--- src/rtl/mem_arb_pkg.sv ---
// rtl/mem_arb_pkg.sv - shared types and constants for the memory port arbiter
package mem_arb_pkg;

    localparam int NREQ      = 3;
    localparam int REQ_FETCH = 0;
    localparam int REQ_DATA  = 1;
    localparam int REQ_LOAD  = 2;
    localparam int STAT_W    = 16;

    typedef enum logic [1:0] {
        IDLE   = 2'd0,
        ACCESS = 2'd1,
        DONE   = 2'd2
    } state_t;

    function automatic logic [1:0] next_ptr(input logic [1:0] w);
        return (w == 2'(REQ_LOAD)) ? 2'(REQ_FETCH) : w + 2'd1;
    endfunction

endpackage

--- src/rtl/mem_port_arbiter_rr_pick.sv ---
// rtl/mem_port_arbiter_rr_pick.sv - combinational round-robin winner select
module rr_pick
    import mem_arb_pkg::*;
(
    input  logic [NREQ-1:0] req,
    input  logic [1:0]      ptr,
    output logic [1:0]      winner,
    output logic            valid
);

    logic [1:0] idx;

    // Scan from the farthest offset back to the pointer so the closest set bit wins.
    always_comb begin
        winner = 2'(REQ_FETCH);
        valid  = 1'b0;
        idx    = 2'd0;
        for (int off = NREQ - 1; off >= 0; off--) begin
            idx = 2'((int'(ptr) + off) % NREQ);
            if (req[idx]) begin
                winner = idx;
                valid  = 1'b1;
            end
        end
    end

endmodule

--- src/rtl/mem_port_arbiter.sv ---
// rtl/mem_port_arbiter.sv - round-robin owner of the single-port memory
// Defining MEM_ARB_STATS_EN adds saturating per-requester grant counters on stat_grants.
module mem_port_arbiter
    import mem_arb_pkg::*;
#(
    parameter int AW          = 16,
    parameter int DW          = 16,
    parameter int WAIT_CYCLES = 1
) (
    input  logic                 clk,
    input  logic                 reset,
    input  logic [NREQ-1:0]      req,
    input  logic [NREQ-1:0]      req_we,
    input  logic [NREQ*AW-1:0]   req_addr,
    input  logic [NREQ*DW-1:0]   req_wdata,
    output logic [NREQ-1:0]      gnt,
    output logic [NREQ-1:0]      done,
    output logic [DW-1:0]        rdata,
    output logic                 busy,
    output logic                 mem_en,
    output logic                 mem_we,
    output logic [AW-1:0]        mem_addr,
    output logic [DW-1:0]        mem_wdata,
    input  logic [DW-1:0]        mem_rdata
`ifdef MEM_ARB_STATS_EN
    ,
    output logic [NREQ*STAT_W-1:0] stat_grants
`endif
);

    localparam logic [3:0] CNT_LOAD = 4'(WAIT_CYCLES - 1);

    state_t        state_q, state_d;
    logic [1:0]    ptr_q, ptr_d;
    logic [1:0]    win_q, win_d;
    logic          we_q, we_d;
    logic [AW-1:0] addr_q, addr_d;
    logic [DW-1:0] wdata_q, wdata_d;
    logic [DW-1:0] rdata_q, rdata_d;
    logic [3:0]    cnt_q, cnt_d;
    logic          first_q, first_d;

    logic [1:0]    pick_w;
    logic          pick_valid;

    rr_pick u_rr_pick (
        .req    (req),
        .ptr    (ptr_q),
        .winner (pick_w),
        .valid  (pick_valid)
    );

    always_ff @(posedge clk) begin
        if (reset) begin
            state_q <= IDLE;
            ptr_q   <= 2'd0;
            win_q   <= 2'd0;
            we_q    <= 1'b0;
            addr_q  <= '0;
            wdata_q <= '0;
            rdata_q <= '0;
            cnt_q   <= 4'd0;
            first_q <= 1'b0;
        end else begin
            state_q <= state_d;
            ptr_q   <= ptr_d;
            win_q   <= win_d;
            we_q    <= we_d;
            addr_q  <= addr_d;
            wdata_q <= wdata_d;
            rdata_q <= rdata_d;
            cnt_q   <= cnt_d;
            first_q <= first_d;
        end
    end

    always_comb begin
        state_d   = state_q;
        ptr_d     = ptr_q;
        win_d     = win_q;
        we_d      = we_q;
        addr_d    = addr_q;
        wdata_d   = wdata_q;
        rdata_d   = rdata_q;
        cnt_d     = cnt_q;
        first_d   = first_q;
        gnt       = '0;
        done      = '0;
        mem_en    = 1'b0;
        mem_we    = 1'b0;
        mem_addr  = '0;
        mem_wdata = '0;
        case (state_q)
            IDLE: begin
                if (pick_valid) begin
                    win_d   = pick_w;
                    we_d    = req_we[pick_w];
                    addr_d  = req_addr[int'(pick_w)*AW +: AW];
                    wdata_d = req_wdata[int'(pick_w)*DW +: DW];
                    first_d = 1'b1;
                    state_d = ACCESS;
                end
            end
            ACCESS: begin
                if (first_q) begin
                    gnt[win_q] = 1'b1;
                    mem_en     = 1'b1;
                    mem_we     = we_q;
                    mem_addr   = addr_q;
                    mem_wdata  = wdata_q;
                    cnt_d      = CNT_LOAD;
                    first_d    = 1'b0;
                end else if (cnt_q == 4'd0) begin
                    // Writes leave the last read value visible on rdata.
                    if (!we_q) begin
                        rdata_d = mem_rdata;
                    end
                    state_d = DONE;
                end else begin
                    cnt_d = cnt_q - 4'd1;
                end
            end
            DONE: begin
                done[win_q] = 1'b1;
                ptr_d       = next_ptr(win_q);
                state_d     = IDLE;
            end
            default: begin
                state_d = IDLE;
            end
        endcase
    end

    assign busy  = (state_q != IDLE);
    assign rdata = rdata_q;

`ifdef MEM_ARB_STATS_EN
    logic [NREQ*STAT_W-1:0] stat_q;

    always_ff @(posedge clk) begin
        if (reset) begin
            stat_q <= '0;
        end else begin
            for (int i = 0; i < NREQ; i++) begin
                if (gnt[i] && (stat_q[i*STAT_W +: STAT_W] != '1)) begin
                    stat_q[i*STAT_W +: STAT_W] <= stat_q[i*STAT_W +: STAT_W] + STAT_W'(1);
                end
            end
        end
    end

    assign stat_grants = stat_q;
`endif

endmodule

--- config.mk ---
export PLATFORM = sky130hd
export DESIGN_NAME = mem_port_arbiter
export DESIGN_NICKNAME = d
export VERILOG_FILES = /design/src/rtl/mem_arb_pkg.sv /design/src/rtl/mem_port_arbiter_rr_pick.sv /design/src/rtl/mem_port_arbiter.sv
export SDC_FILE = /design/constraint.sdc
export NUM_CORES = 1
export LEC_CHECK = 0
export ABC_AREA = 1
export ABC_CLOCK_PERIOD_IN_PS = 2100
export BUFFER_PORTS_ARGS = -buffer_cell sky130_fd_sc_hd__buf_2
export CORE_ASPECT_RATIO = 1.2
export CORE_MARGIN = 8
export CORE_UTILIZATION = 45
export CTS_CLUSTER_SIZE = 8
export DETAILED_ROUTE_END_ITERATION = 16
export GPL_ROUTABILITY_DRIVEN = 0
export PLACE_DENSITY = 0.76
export SYNTH_ARGS = -nofsm -noshare
export SYNTH_HDL_FRONTEND = slang
export SYNTH_SLANG_ARGS = --single-unit
export TNS_END_PERCENT = 1
--- constraint.sdc ---
create_clock -name clk -period 2.1 [get_ports clk]
set_input_delay 0.105 -clock clk [delete_from_list [all_inputs] [get_ports clk]]
set_output_delay 0.105 -clock clk [all_outputs]
set_load 0.05 [all_outputs]
Yosys cells after proc, flatten, opt, wreduce, memory -nomap -nowiden
Cells that the tools add are included.
- $add $sub $neg: 4
- multiply operators: 0
- divide/modulo/power cells: 3
- order comparisons: 6
- eq/ne operators: 7
- shift-type cells: 2
- multiplexer cells: 36
- bitwise logic cells: 2
- reduce and logical (&&, ||, !) cells: 10
- operator list (operator ; count):
    $shiftx A48 B7 Y16 ; 2
    $mod A32 B3 Y32 const B ; 2
    $mux W16 ; 4
    $mod A3 B3 Y32 const B ; 1
    $lt A2 B3 Y1 const B ; 5
    $mux W2 ; 7
    $mux W1 ; 13
    $mux W3 ; 3
    $bmux W1 S2 ; 4
    $mux W4 ; 2
    $ne A2 B2 Y1 const B ; 4
    $reduce_and A2 Y1 ; 3
    $eq A2 B2 Y1 const B ; 2
    $logic_not A4 Y1 ; 1
    $pmux W2 S2 ; 1
    $reduce_and A4 Y1 ; 1
    $reduce_bool A2 Y1 ; 2
    $sub A4 B1 Y4 const B ; 1
    $add A2 B1 Y3 const B ; 1
    $add A2 B2 Y3 const B ; 1
    $reduce_and A3 Y1 ; 1
    $add A2 B1 Y2 const B ; 1
    $demux W1 S2 ; 1
    $eq A2 B1 Y1 const B ; 1
    5 further kinds ; 6
- flip-flop bits (word level): 60
- latch bits: 0
- bits in writable memories: 0
- bits in read-only memories: 0
- input bits: 120
- memories: 0

Logic depth before layout (Yosys ltp)
- word-level depth: 9
- gate-level depth with buffers: 13
- gate-level depth less buffers: 12

Cells and area by module
From an unflattened synthesis, not the netlist that was laid out.
- cells, all modules: 576
- area, all modules: 3502.1 sq um
- modules (own cells, without submodules) (module ; times used ; cells an instance ; area an instance (sq um) ; sequential area each (sq um)):
    mem_port_arbiter ; 1 ; 535 ; 3291.9 ; 1201.2
    rr_pick ; 1 ; 41 ; 210.2 ; 0.0

Least setup slack after synthesis
Ideal clock, no wire load.
- path kind: flip-flop to output port
- from: register state_q[0]
- to: output gnt[2]
- data arrival time: 2593 ps
- data required time: 1995 ps
- setup slack: -598 ps
- stages on the path, launching flop included: 7
- buffers on the path: 0
- cell sequence: dfxtp_1 -> inv_1 -> nor2_1 -> inv_1 -> nor2_1 -> inv_2 -> nor3_1
- cells in the longest elaborated chain, start to end: 2
- ends and longest elaborated chain (element ; RTL line ; text):
    start: declaration ; mem_port_arbiter.sv:33 ; state_t state_q, state_d;
    start signal: assignment ; mem_port_arbiter.sv:65 ; state_q <= state_d;
    $eq A2 B1 Y1 ; mem_port_arbiter.sv:93 ; case (state_q)
    $mux W3 ; mem_port_arbiter.sv:93 ;
    end: declaration ; mem_port_arbiter.sv:16 ; output logic [NREQ-1:0] gnt,
No other way between the ends.

Worst setup path in the final report
- from: register ptr_q[1]
- to: register wdata_q[12]
- cells in the longest elaborated chain, start to end: 8
- elaborated cells on any way between the ends: 19
- classes of those cells: 2 x add/sub; 3 x div; 1 x shift; 12 x mux; 1 x reduce/logical
- ends and longest elaborated chain (element ; RTL line ; text):
    start: declaration ; mem_port_arbiter.sv:34 ; logic [1:0] ptr_q, ptr_d;
    start signal: assignment ; mem_port_arbiter.sv:66 ; ptr_q <= ptr_d;
    $add A2 B2 Y3 ; mem_port_arbiter_rr_pick.sv:19 ; idx = 2'((int'(ptr) + off) % NREQ);
    $mod A32 B3 Y32 ; mem_port_arbiter_rr_pick.sv:19 ;
    $bmux W1 S2 ; mem_port_arbiter_rr_pick.sv:20 ; if (req[idx]) begin
    $mux W1 (not written as such) ; mem_port_arbiter_rr_pick.sv:20 ;
    $mux W2 or $mux W1 (tied branches) (3 in series) ; mem_port_arbiter_rr_pick.sv:20 ;
    $shiftx A48 B7 Y16 or $reduce_and A2 Y1 (tied branches) ; -- ;
    end signal: assignment ; mem_port_arbiter.sv:70 ; wdata_q <= wdata_d;
    end: declaration ; mem_port_arbiter.sv:38 ; logic [DW-1:0] wdata_q, wdata_d;
Parallel ways exist; a longest one is shown, timed or not. The select of a mux whose other input is x is not followed.
A chain may end at the register's enable or synchronous reset.

==> metrics list <==
* Result of the run: finished, final reports clean
- Across the VDD grid, the largest voltage drop is 0.881 mV.
* Grt total ovfl: 0
- Count leader, synth: sky130_fd_sc_hd__nor2_1
- Peak clock frequency supported by timing: approximately 500 MHz
- The number of antenna violations at the first check in global routing is 0.
- Total negative setup slack: 0 ns
* Largest net degree at the start of global routing: 40
* Layout cell share with drive strength beyond 1: 27.9%
- First-pass GRT wire length: roughly 22000 um
* Drc violations: 0
* Chip height: 118 um
- End point of the worst hold path: addr_q[1]
- The wire-length estimate of the detail-placed layout is slightly below 10000 um.
* Setup slack of the most critical reg-to-reg path: between 0.1 and 0.15 ns
- Synth area leaders: sky130_fd_sc_hd__dfxtp_1, sky130_fd_sc_hd__nor2_1, sky130_fd_sc_hd__nand3_1
- Register area: between 1000 and 1500 sq um
- CTS sink cnt: 60
- Fraction of the mapped netlist area in compound gates: 13.4%
- Post-DP Area: a little under 5000 sq um
- Total power for the finished layout comes to roughly 7.0 mW.
- The initial utilization of the core area, before any placement, comes to a little under half.
- For this run, the share of the core covered by cells in the final layout is a little over three fifths.
- Synth top area share: 30.7%
- The tree is rooted in a sky130_fd_sc_hd__clkbuf_8.
- Post-layout net count: 962
- Critical path class: reg2reg
* Critical Path End Type: register
- Post-Synthesis Cell Area: ~3900 sq um
- Leading post-synthesis cells by instance count: sky130_fd_sc_hd__nor2_1, sky130_fd_sc_hd__inv_1, sky130_fd_sc_hd__nand3_1, sky130_fd_sc_hd__a21oi_1, sky130_fd_sc_hd__dfxtp_1
* Number of distinct library cells after synthesis: 29
- Synthesis handed over a netlist of 652 instances.
- Reg-to-Reg Start: ptr_q[1]
- Number of detailed-route iterations in the first pass: 5
* Synth Area in Adders: about 1.9%
- Post-route worst hold slack: a little over 0.09 ns
* Clock buffer depth: 2
- Using the TritonRoute via totals, the vias-per-cell ratio works out to approximately 5.
- Number of CTS-inserted buffers: 9
- Sequential elements use between 30% and 40% of the synthesized area.
* Endpoint of the lowest-slack register-to-register path: wdata_q[12]
- Global routing used approximately 23% of the available tracks across all layers.
- Total vias in the final route: about 4800
* Number of levels the H-tree was split into: 3
- After filler insertion, the fill cell instance count of the layout stands at between 800 and 900.
* Number of maximum-capacitance violations: 0
- Setup violations remaining at the end of the flow were counted as 0.
- Area share of xor/xnor cells in the synthesized design: less than 1%
* Core Box Area: between 8000 and 9000 sq um
- Dividing total power by cell area gives a power density of about 1300 nW/um^2.
* Predominant post-synthesis flop cell: sky130_fd_sc_hd__dfxtp_1
- Endpoint arrival time on the critical path: roughly 2.2 ns
* Final critical-path required period: between 1.5 and 2 ns
* Slew at the pin closest to its max-slew limit: approximately 0.54 ns
- Sort of element at the start of the critical path: register
* DRT Wirelength: ~14000 um
* CTS tree: built
* Pre-CTS WS: about 0.050 ns
* Clock latency of the later-clocked register in the worst-skew pair: between 0.3 and 0.4 ns
- Average cell area after synthesis: approximately 6.0 sq um
- The synthesized design contains 60 register bits.
- Worst min path class: in2reg
* Area Growth Syn to Fin: 37.1%
- In the final routed layout, each cell accounts on average for between 10 and 15 um.
- Buffers on Ports: around 180
- Synth Net Count: slightly below 800
* CP Max Fanout: 11
- Once placement completed, the tool counted placed cells totaling around 930.
- The die covers ~12000 sq um.
- Violation count after the first detailed-routing iteration: between 200 and 300
- In this run the most critical hold path is launched from req_addr[17].
* Depth of the worst register-to-register path: 11
- Largest family of logic cells by synthesized area: simple AND/OR/NAND/NOR gates
- Final hold violations: 0
- Worst clock skew: slightly below 0.01 ns
- 0 antenna diodes ended up in the layout.
- In the synthesized netlist the async set-or-reset flop fraction comes to 0%.
* Overall die width: roughly 100 um
- The via count of the first global-routing pass came to roughly 4800.
- After synthesis, the share of cell area in mux cells is 0%.
* Finished Cell Area: around 5400 sq um
- Leakage dissipation: 2.86 nW
- The worst hold path passes through 5 cells.
- During synthesis, Yosys emitted a total of 0 warnings.
* Post-CTS clock slew at the launch and capture registers of the worst setup and hold paths: roughly 0.070 ns
- The multi-input combinational cells in the finished layout cover a total of a little over 2000 sq um.
- Data on the critical path is required at its endpoint by approximately 2.4 ns.
- Number of I/O pins: 177
- Setup slack on the critical path of the routed design comes to roughly 0.13 ns.
- Once layout is complete, the cells apart from fillers number 958.
* Final period utilization: between 90% and 100%
* Number of pins exceeding their max-slew limit in the final report: 0
* Remaining number of nets flagged by the antenna check after routing: 0
- Counting flops with a built-in enable in the synthesized netlist gives 0.
- Post-CTS repair timing setup buffer count: 0
- Summing the areas of all and, or, nand and nor instances in the mapped netlist gives between 30% and 40% of the synthesized area.
- The worst pin sits at a relative slew slack of between 60% and 70%.
* Num rows: 37
* Cell type with the largest total area after synthesis: sky130_fd_sc_hd__dfxtp_1
## state kept, by name (all words and copies together) (netlist names), 2 cells and up
| signal | flops |
|---|---|
| cnt_q | 4 |
| rdata | 16 |
| win_q | 2 |
| wdata_q | 16 |
| addr_q | 16 |
| ptr_q | 2 |
| state_q | 2 |
## how the worst max path moves through the flow
stage                     startpoint  slack [ns]  cells past startpoint           to
final                       ptr_q[1]        0.13                     11  wdata_q[12]
after global routing        ptr_q[0]       -0.01                     12   addr_q[12]
after CTS                   ptr_q[0]        0.04                     12    addr_q[2]
after detailed placement    ptr_q[0]        0.05                     12    addr_q[2]
after global placement      ptr_q[0]        0.12                     12    addr_q[2]
after floorplan           state_q[0]       -0.14                      7       gnt[0]
## cell usage in the layout (no fill, tap or decap), types with 5 or more instances in the layout
cell type and n:
sky130_fd_sc_hd__ha_1 5, sky130_fd_sc_hd__a21oi_1 73, sky130_fd_sc_hd__nand2_1 54, sky130_fd_sc_hd__dlygate4sd3_1 16, sky130_fd_sc_hd__o21ai_0 19, sky130_fd_sc_hd__inv_1 119, sky130_fd_sc_hd__clkbuf_8 11, sky130_fd_sc_hd__nand3_1 105
sky130_fd_sc_hd__buf_2 174, sky130_fd_sc_hd__dfxtp_1 59, sky130_fd_sc_hd__nor2_1 145, sky130_fd_sc_hd__buf_4 11
## area by class of cell
| cell class | count | area share, % |
|---|---|---|
| inverter | 124 | 8.78 |
| clock buffer | 11 | 2.83 |
| tap | 117 | 2.73 |
| multi-input combinational | 429 | 38.4 |
| clock inverter | 5 | 0.934 |
| timing repair buffer | 212 | 23.9 |
| sequential | 60 | 22.4 |
## kinds of logic (layout without fill, tap and decap cells)
group                      Yosys count  in the layout
and+or+nand+nor                    323            323
AOI/OAI and AO/OA                   99             99
xor gates and xnor gates             1              1
adders and majority gates            6              6
buffers and inverters              163            352
DFF                                 60             60
## routing by layer
layer	part of all wire [%]	GRT usage [%]	routed length [um]	up-vias
met5	0	0	0	-
met4	1.7	7.75	236	0
met3	13	8.70	1790	25
met2	48	39.1	6680	243
met1	38	24.9	5230	2114
li1	-	-	-	2397
## what timing repair did
item                                   in CTS  in global routing
hold buffers                               16                  0
pin swaps                                   0                  1
resized for setup                           1                 15
setup endpoints to repair                   7                 68
gates cloned                                0                  1
endpoints found under the hold margin      16                  0
## critical path: stages (launching register included)
cell                        delay [ns]
sky130_fd_sc_hd__dfxtp_2          0.36
sky130_fd_sc_hd__inv_1            0.08
sky130_fd_sc_hd__ha_1             0.20
sky130_fd_sc_hd__inv_2            0.06
sky130_fd_sc_hd__nand2_1          0.08
sky130_fd_sc_hd__nand2_2          0.09
sky130_fd_sc_hd__a21oi_4          0.22
sky130_fd_sc_hd__a21oi_1          0.16
sky130_fd_sc_hd__nor2_4           0.23
sky130_fd_sc_hd__clkbuf_16        0.21
sky130_fd_sc_hd__nand3_1          0.08
sky130_fd_sc_hd__a21oi_1          0.12
## power breakdown
group	internal (mW)	switching, mW	leakage [nW]
Combinational	1.28	2.84	2.25
Clock	0.604	0.470	0.109
Sequential	1.60	0.190	0.494
Note: power is estimated with default switching activity, not from simulation.
